[src/rtl/mem_arbiter_unit.sv]
// ============================================================================
// mem_arbiter_unit
// Single-port memory arbiter between instruction fetch and load/store ports.
// Revision: 1.0
// ============================================================================
`default_nettype none

module mem_arbiter_unit #(
  parameter int MAX_DM_STREAK  = 4,
  parameter int TIMEOUT_CYCLES = 255
) (
  input  logic        clk_in,
  input  logic        rst_in,
  input  logic        if_req_in,
  input  logic [31:0] if_addr_in,
  output logic [31:0] if_data_out,
  output logic        if_ack_out,
  input  logic        dm_req_in,
  input  logic        dm_wr_in,
  input  logic [31:0] dm_addr_in,
  input  logic [31:0] dm_wdata_in,
  input  logic [3:0]  dm_wmask_in,
  output logic [31:0] dm_data_out,
  output logic        dm_ack_out,
  output logic        mem_req_out,
  output logic        mem_wr_out,
  output logic [31:0] mem_addr_out,
  output logic [31:0] mem_wdata_out,
  output logic [3:0]  mem_wmask_out,
  input  logic [31:0] mem_data_in,
  input  logic        mem_ready_in,
  output logic        stall_out,
  output logic        err_out
);

  localparam logic [3:0] c_MAX_STREAK = 4'(MAX_DM_STREAK);
  localparam logic [8:0] c_TIMEOUT    = 9'(TIMEOUT_CYCLES);
  localparam logic       c_WDOG_EN    = (TIMEOUT_CYCLES != 0);

  typedef enum logic [1:0] {
    S_IDLE    = 2'd0,
    S_IF_BUSY = 2'd1,
    S_DM_BUSY = 2'd2,
    S_RESP    = 2'd3
  } state_t;

  state_t      r_state;
  logic [3:0]  r_streak;
  logic [7:0]  r_wdog;
  logic        r_mem_req;
  logic        r_mem_wr;
  logic [31:0] r_mem_addr;
  logic [31:0] r_mem_wdata;
  logic [3:0]  r_mem_wmask;
  logic [31:0] r_if_data;
  logic [31:0] r_dm_data;
  logic        r_if_ack;
  logic        r_dm_ack;
  logic        r_err;

  logic        w_dm_grant;
  logic [8:0]  w_wdog_next;
  logic        w_timeout;
  logic        w_is_fetch;

  // Data wins unless fetch is waiting and the data streak is exhausted.
  assign w_dm_grant  = dm_req_in && (!if_req_in || (r_streak < c_MAX_STREAK));
  assign w_wdog_next = {1'b0, r_wdog} + 9'd1;
  assign w_timeout   = c_WDOG_EN && (w_wdog_next == c_TIMEOUT);
  assign w_is_fetch  = (r_state == S_IF_BUSY);

  always_ff @(posedge clk_in) begin
    if (rst_in) begin
      r_state     <= S_IDLE;
      r_streak    <= 4'd0;
      r_wdog      <= 8'd0;
      r_mem_req   <= 1'b0;
      r_mem_wr    <= 1'b0;
      r_mem_addr  <= 32'd0;
      r_mem_wdata <= 32'd0;
      r_mem_wmask <= 4'd0;
      r_if_data   <= 32'd0;
      r_dm_data   <= 32'd0;
      r_if_ack    <= 1'b0;
      r_dm_ack    <= 1'b0;
      r_err       <= 1'b0;
    end else begin
      case (r_state)
        S_IDLE: begin
          if (w_dm_grant) begin
            r_mem_req   <= 1'b1;
            r_mem_wr    <= dm_wr_in;
            r_mem_addr  <= dm_addr_in;
            r_mem_wdata <= dm_wdata_in;
            r_mem_wmask <= dm_wr_in ? dm_wmask_in : 4'd0;
            r_streak    <= if_req_in ? (r_streak + 4'd1) : 4'd0;
            r_wdog      <= 8'd0;
            r_state     <= S_DM_BUSY;
          end else if (if_req_in) begin
            r_mem_req   <= 1'b1;
            r_mem_wr    <= 1'b0;
            r_mem_addr  <= if_addr_in;
            r_mem_wdata <= 32'd0;
            r_mem_wmask <= 4'd0;
            r_streak    <= 4'd0;
            r_wdog      <= 8'd0;
            r_state     <= S_IF_BUSY;
          end
        end
        S_IF_BUSY, S_DM_BUSY: begin
          if (mem_ready_in) begin
            r_mem_req <= 1'b0;
            r_state   <= S_RESP;
            if (w_is_fetch) begin
              r_if_data <= mem_data_in;
              r_if_ack  <= 1'b1;
            end else begin
              if (!r_mem_wr) r_dm_data <= mem_data_in;
              r_dm_ack <= 1'b1;
            end
          end else if (w_timeout) begin
            // Abandon the access; the requester sees an ack flagged with err.
            r_mem_req <= 1'b0;
            r_err     <= 1'b1;
            r_state   <= S_RESP;
            if (w_is_fetch) begin
              r_if_data <= 32'd0;
              r_if_ack  <= 1'b1;
            end else begin
              if (!r_mem_wr) r_dm_data <= 32'd0;
              r_dm_ack <= 1'b1;
            end
          end else begin
            r_wdog <= w_wdog_next[7:0];
          end
        end
        S_RESP: begin
          r_if_ack <= 1'b0;
          r_dm_ack <= 1'b0;
          r_err    <= 1'b0;
          r_state  <= S_IDLE;
        end
        default: r_state <= S_IDLE;
      endcase
    end
  end

  assign mem_req_out   = r_mem_req;
  assign mem_wr_out    = r_mem_wr;
  assign mem_addr_out  = r_mem_addr;
  assign mem_wdata_out = r_mem_wdata;
  assign mem_wmask_out = r_mem_wmask;
  assign if_data_out   = r_if_data;
  assign dm_data_out   = r_dm_data;
  assign if_ack_out    = r_if_ack;
  assign dm_ack_out    = r_dm_ack;
  assign err_out       = r_err;
  assign stall_out     = (if_req_in & ~r_if_ack) | (dm_req_in & ~r_dm_ack);

endmodule

`default_nettype wire

[config.mk]
export PLATFORM = sky130hd
export DESIGN_NAME = mem_arbiter_unit
export DESIGN_NICKNAME = d
export VERILOG_FILES = /design/src/rtl/mem_arbiter_unit.sv
export SDC_FILE = /design/constraint.sdc
export NUM_CORES = 1
export LEC_CHECK = 0
export BUFFER_PORTS_ARGS = -buffer_cell sky130_fd_sc_hd__buf_2
export CORE_ASPECT_RATIO = 0.75
export CORE_MARGIN = 2
export CORE_UTILIZATION = 43
export CTS_CLUSTER_SIZE = 12
export DETAILED_ROUTE_END_ITERATION = 6
export PLACE_DENSITY = 0.76
export SYNTH_ARGS = -nofsm -noshare
export SYNTH_HDL_FRONTEND = slang
export SYNTH_SLANG_ARGS = --single-unit
[constraint.sdc]
create_clock -name clk_in -period 2.3 [get_ports clk_in]
set_input_delay 0.23 -clock clk_in [delete_from_list [all_inputs] [get_ports clk_in]]
set_output_delay 0.23 -clock clk_in [all_outputs]
set_load 0.02 [all_outputs]
======== After elaboration in Yosys (flattened, before gate mapping) ========
Index checks and enable logic that the tools add are counted.
storage, ports and cells
  register bits ........................... 151
  memories kept ........................... 0
  bits in latches ......................... 0
  output and inout bits ................... 138
  input port bits ......................... 138
  memory bits (read-only) ................. 0
  logic and storage cells ................. 96
  memory bits (writable) .................. 0
cells by class
  multiplexer cells ....................... 47
  order comparisons ....................... 1
  reduce and logical (&&, ||, !) cells .... 17
  bitwise logic cells ..................... 7
  eq/ne operators ......................... 9
  $mul .................................... 0
  shifts and indexed selects .............. 0
  div/mod/pow operators ................... 0
  add/subtract/negate cells ............... 2
operator list
  kind                                                                   number
  32-bit 2-to-1 mux                                                      14
  8-bit 2-to-1 mux                                                       4
  4-bit 2-to-1 mux                                                       5
  8-bit one-hot mux with 2 select lines                                  1
  1-bit 2-to-1 mux                                                       14
  8-bit by 1-bit adder with 9-bit output (second input constant)         1
  9-bit by 8-bit == test with 1-bit output (second input constant)       1
  3-bit AND reduction                                                    3
  2-bit 2-to-1 mux                                                       4
  1-bit one-hot mux with 2 select lines                                  4
  4-bit AND reduction                                                    2
  2-bit nonzero test                                                     4
  2-bit != test (second input constant)                                  3
  3-bit != test (second input constant)                                  2
  2-bit one-hot mux with 3 select lines                                  1
  2-bit AND reduction                                                    3
  4-bit by 1-bit adder with 4-bit output (second input constant)         1
  2-bit == test (second input constant)                                  2
  4-bit by 3-bit < comparator with 1-bit output (second input constant)  1
  1-bit inverter                                                         4
  1-bit bitwise AND                                                      2
  2-bit by 1-bit == test with 1-bit output (second input constant)       1
  2-bit logical NOT                                                      1
  2-bit OR reduction                                                     1
  4 further kinds                                                        4

======== Longest topological paths before layout ========
  depth in word-level cells ............... 5
  mapped depth ............................ 8
  mapped depth without buffers ............ 7

======== Worst setup path after synthesis ========
Ideal clock, no wire load.
  kind .................................... register to register
  start ................................... register r_wdog[1]
  end ..................................... register r_err (netlist: err_out)
  path buffers ............................ 1
  cell stages (with the launch flop) ...... 8
  data required time ...................... 2.226 ns
  setup time .............................. 0.074 ns
  path slack .............................. 0.157 ns
  clock period less this slack ............ 2.143 ns
  arrival time ............................ 2.069 ns
  cells stage by stage .................... dfxtp_1 ha_1 nand3_2 or3_4 a221o_1 buf_6 or3_1 a31oi_1
on the way
  longest elaborated chain between the ends .. 4
RTL lines
  item                                      RTL line  text
  start, declared                           49        logic [7:0] r_wdog;
  start signal, assigned                    134       r_wdog <= w_wdog_next[7:0];
  8-bit by 1-bit adder with 9-bit output    68        assign w_wdog_next = {1'b0, r_wdog} + 9'd1;
  9-bit by 8-bit == test with 1-bit output  69        assign w_timeout = c_WDOG_EN && (w_wdog_next == c_TIMEOUT);
  2-bit != test (no source line)            --
  3-bit AND reduction (no source line)      --
  end signal, assigned                      86        r_err <= 1'b0;
  end signal, assigned                      124       r_err <= 1'b1;
  end signal, assigned                      140       r_err <= 1'b0;
  end, declared                             59        logic r_err;
Every way passes these cells.
A chain may end at the register's enable or synchronous reset.

======== Final worst setup path ========
  start ................................... register r_wdog[1]
  end ..................................... register r_dm_ack (netlist: dm_ack_out)
on the way
  longest elaborated chain between the ends .. 4
RTL lines
  item                                      RTL line  text
  8-bit by 1-bit adder with 9-bit output    68
  9-bit by 8-bit == test with 1-bit output  69
  3-bit != test (no source line)            --
  2-bit AND reduction (no source line)      --
  end signal, assigned                      85        r_dm_ack <= 1'b0;
  end signal, assigned                      119       r_dm_ack <= 1'b1;
  end signal, assigned                      131       r_dm_ack <= 1'b1;
  end, declared                             58        logic r_dm_ack;
Every way passes these cells.

==> results_dict.tcl <==
set metrics [dict create \
    power_switching_share_pct 35.4 \
    fmax_mhz 452 \
    synth_nets 853 \
    portBuffers 275 \
    coreArea_sq_mm 0.0145 \
    synth_cell_type_count 46 \
    reg2reg_to "dm_ack_out" \
    clock_latency_ns 0.42 \
    hold_path_depth 3 \
    htree_levels 4 \
    die_y_um 109 \
    end_kind "flop" \
    min_period_ns 2.21 \
    place_ws_ns 0.0390 \
    cts_made_buffers 17 \
    setup_slack_ns 0.0854 \
    viasPerCell 4.95 \
    dr.pass1.iters 6 \
    post_drt_wl_per_cell_um 14.4 \
    hp-start "dm_wdata_in[20]" \
    grt_busiest_layer "met2" \
    clkTransAtPathRegs_ns 0.06 \
    clkPwrFrac_pct 30.7 \
    die_area_sq_mm 0.0158 \
    avgSynthCellArea_sq_um 8.99 \
    nets 1108 \
    cp_max_fo 6 \
    ctsRootBufferMaster "clkbuf_16" \
    pwr-share-comb_pct 32.9 \
    power.leakage_nw 4.28 \
    routed_wl_mm 16.9 \
    met1_usage_pct 25.8 \
    ys_seq_area_share_pct 47.4 \
    internal-power_mw 5.64 \
    rr_worst_depth 6 \
    power_switching_mw 3.09 \
    ctsLongestPathBuffers 2 \
    dp_hpwl_mm 11.9 \
    cts_sinks 151 \
    drt_iter0_markers 339 \
    ys_ff_latch 151 \
    area_delta_synth_final_pct 35.1 \
    hold_class "in -> reg" \
    fin_crit_sh_pct 96.3 \
    grt_max_degree 98 \
    drive_gt1_share_pct 34.9 \
    antenna_found_initial 1 \
    worstHoldEndpoint "mem_wdata_out[20]" \
    async_flop_share_pct 0 \
    drc 0 \
    hold_ws_ns 0.0562 \
    grt_pass1_wl_mm 26.1 \
    die_w_um 145 \
    grt_usage_pct 20.9 \
    vias 5828 \
    netlist_instances 709 \
    tns_ns 0 \
    hold_viol 0 \
    seqPwrFrac_pct 36.4 \
    startpoint "r_wdog[1]" \
    finClkSkew_ns 0.00792 \
    syn_area_sq_mm 0.00638 \
    synth-warning-count 0 \
    met2_usage_pct 34.5 \
    cts_tree "yes" \
    cp.arrival_ns 2.53 \
    antenna_left 0 \
    synth_ff_type "dfxtp_1" \
    grt_use_met3_pct 7.36 \
    status "finished, final reports clean" \
    critPathLaunchType "flop" \
    peakVddDrop_mv 0.539 \
    rsz0062_at_grt "false" \
    gp_congestion 0.816 \
    path_class "reg -> reg" \
    pwr_density_cell_mw_per_mm2 1010 \
    grt_pass1_vias 5335 \
    initial_core_util_pct 44.0 \
    tightestPinTransition_ns 0.497 \
    timing.rr.start "r_wdog[1]" \
    final.fill_count 1292 \
    overflow 0 \
    synth_edf_count 0 \
    max-slew-margin-rel_pct 66.9 \
    io_pins 276 \
    final-setup-viol-count 0 \
    max-cap-violations 0 \
    row_count 38 \
    cp.required_ns 2.61 \
    r2r_slack_ns 0.09 \
    drv_slew 0 \
]
## through the flow
stage                     utilization (%)  area (sq um)  power, mW  cells
after global routing                 59.4          8610       9.24   1176
after floorplan                         -          6380       5.09    709
after global placement               55.3          8030       6.06   1145
after detailed placement             55.3          8030       6.09   1145
final                                59.4          8610       8.73   1178
after CTS                            59.3          8600       8.80   1176
## layout make-up
cell class,instances,area (sq um),area share [%]
inverters,7,26.3,0.305
flip-flops and latches,151,3020,35.1
multi-input cells,492,3130,36.4
well taps,200,250,2.91
diodes,2,5.00,0.0581
clock inverters,12,118,1.37
clock buffers,19,453,5.26
repair buffers,295,1600,18.6
## critical path: stages, from the launching register on
cell	delay (ns)
dfxtp_1	0.34
ha_2	0.22
nand3_2	0.11
or3_4	0.40
a221o_1	0.44
a211oi_2	0.24
mux2_2	0.36
## layout by cell type (no fill, tap or decap), types with 4 or more instances in the layout
master and n:
a21oi_1 42, a311oi_1 32, buf_12 6, buf_2 274
buf_4 15, clkbuf_16 17, clkinv_4 4, dfxtp_1 151
ha_1 5, inv_1 7, inv_6 4, mux2i_1 64
nand2_1 116, nand2b_1 67, nand3_1 37, nand3b_1 32
nand4_1 5, nor2_1 38, nor2b_1 5
## registers in the layout, indices dropped and copies added, names as in the netlist, 2 cells and up, named ones only
signal	count
dm_data_out	32
if_data_out	32
mem_addr_out	32
mem_wdata_out	32
mem_wmask_out	4
r_state	2
r_streak	4
r_wdog	8
## worst max-delay path by stage
stage            endpoint  slack, ns  depth (start not counted)
4_1_cts        dm_ack_out       0.03                          6
6_report       dm_ack_out       0.09                          6
5_1_grt        dm_ack_out     0.0007                          6
2_1_floorplan     err_out       0.16                          7
3_5_place_dp   dm_ack_out       0.04                          6
3_3_place_gp         flop       0.14                          6
## power by group through the flow
stage	clock network [mW]	logic, mW	registers, mW
3_3_place_gp	0	2.84	3.22
3_5_place_dp	0	2.86	3.23
4_1_cts	2.75	2.87	3.18
6_report	2.68	2.87	3.18
2_1_floorplan	0	1.43	3.66
5_1_grt	2.88	3.14	3.23
## cells by family after synthesis
group,count (synthesis),synth area share [%]
compound gates,107,12.1
xor+xnor,2,0.275
fa+ha+maj,6,1.18
buf+inv,66,4.12
flops,151,47.4
mux,66,10.4
simple gates,311,24.5
## layer usage
layer / share of wire [%] / vias to the layer above / wire length, um
met5: 0 / - / 0
met4: 1.2 / 0 / 210
met3: 7.1 / 17 / 1200
met2: 48 / 182 / 8130
met1: 44 / 2656 / 7380
li1: - / 2973 / -
## timing repair
action | CTS | global route
setup buffers | 0 | 0
resized for setup | 0 | 4
hold buffers | 0 | 0
setup endpoints to repair | 0 | 28
## synth_stat cells (2+ instances only)
cell       count  area [sq um]
mux2_2         2          22.5
nor2_1        38           143
nor3_1         2          10.0
mux2i_1       64           641
or3_1          2          12.5
o211a_1        3          30.0
ha_1           6          75.1
buf_2          6          30.0
o211ai_2       2          25.0
clkbuf_1      42           158
nand4_1        5          31.3
a21o_1         3          22.5
nand3_1       37           185
o21a_1         2          15.0
a311oi_1      32           280
a21oi_1       42           210
nand3b_1      32           240
and2_1         2          12.5
o32ai_1        3          26.3
o21ai_0        3          15.0
nand2_1      116           435
dfxtp_1      151          3020
nor3b_1        2          15.0
nor2b_1        5          31.3
inv_1          7          26.3
o2bb2ai_1      3          26.3
a211oi_1       3          22.5
buf_1         10          37.5
nand2b_1      67           419
Note: power is estimated with default switching activity, not from simulation.
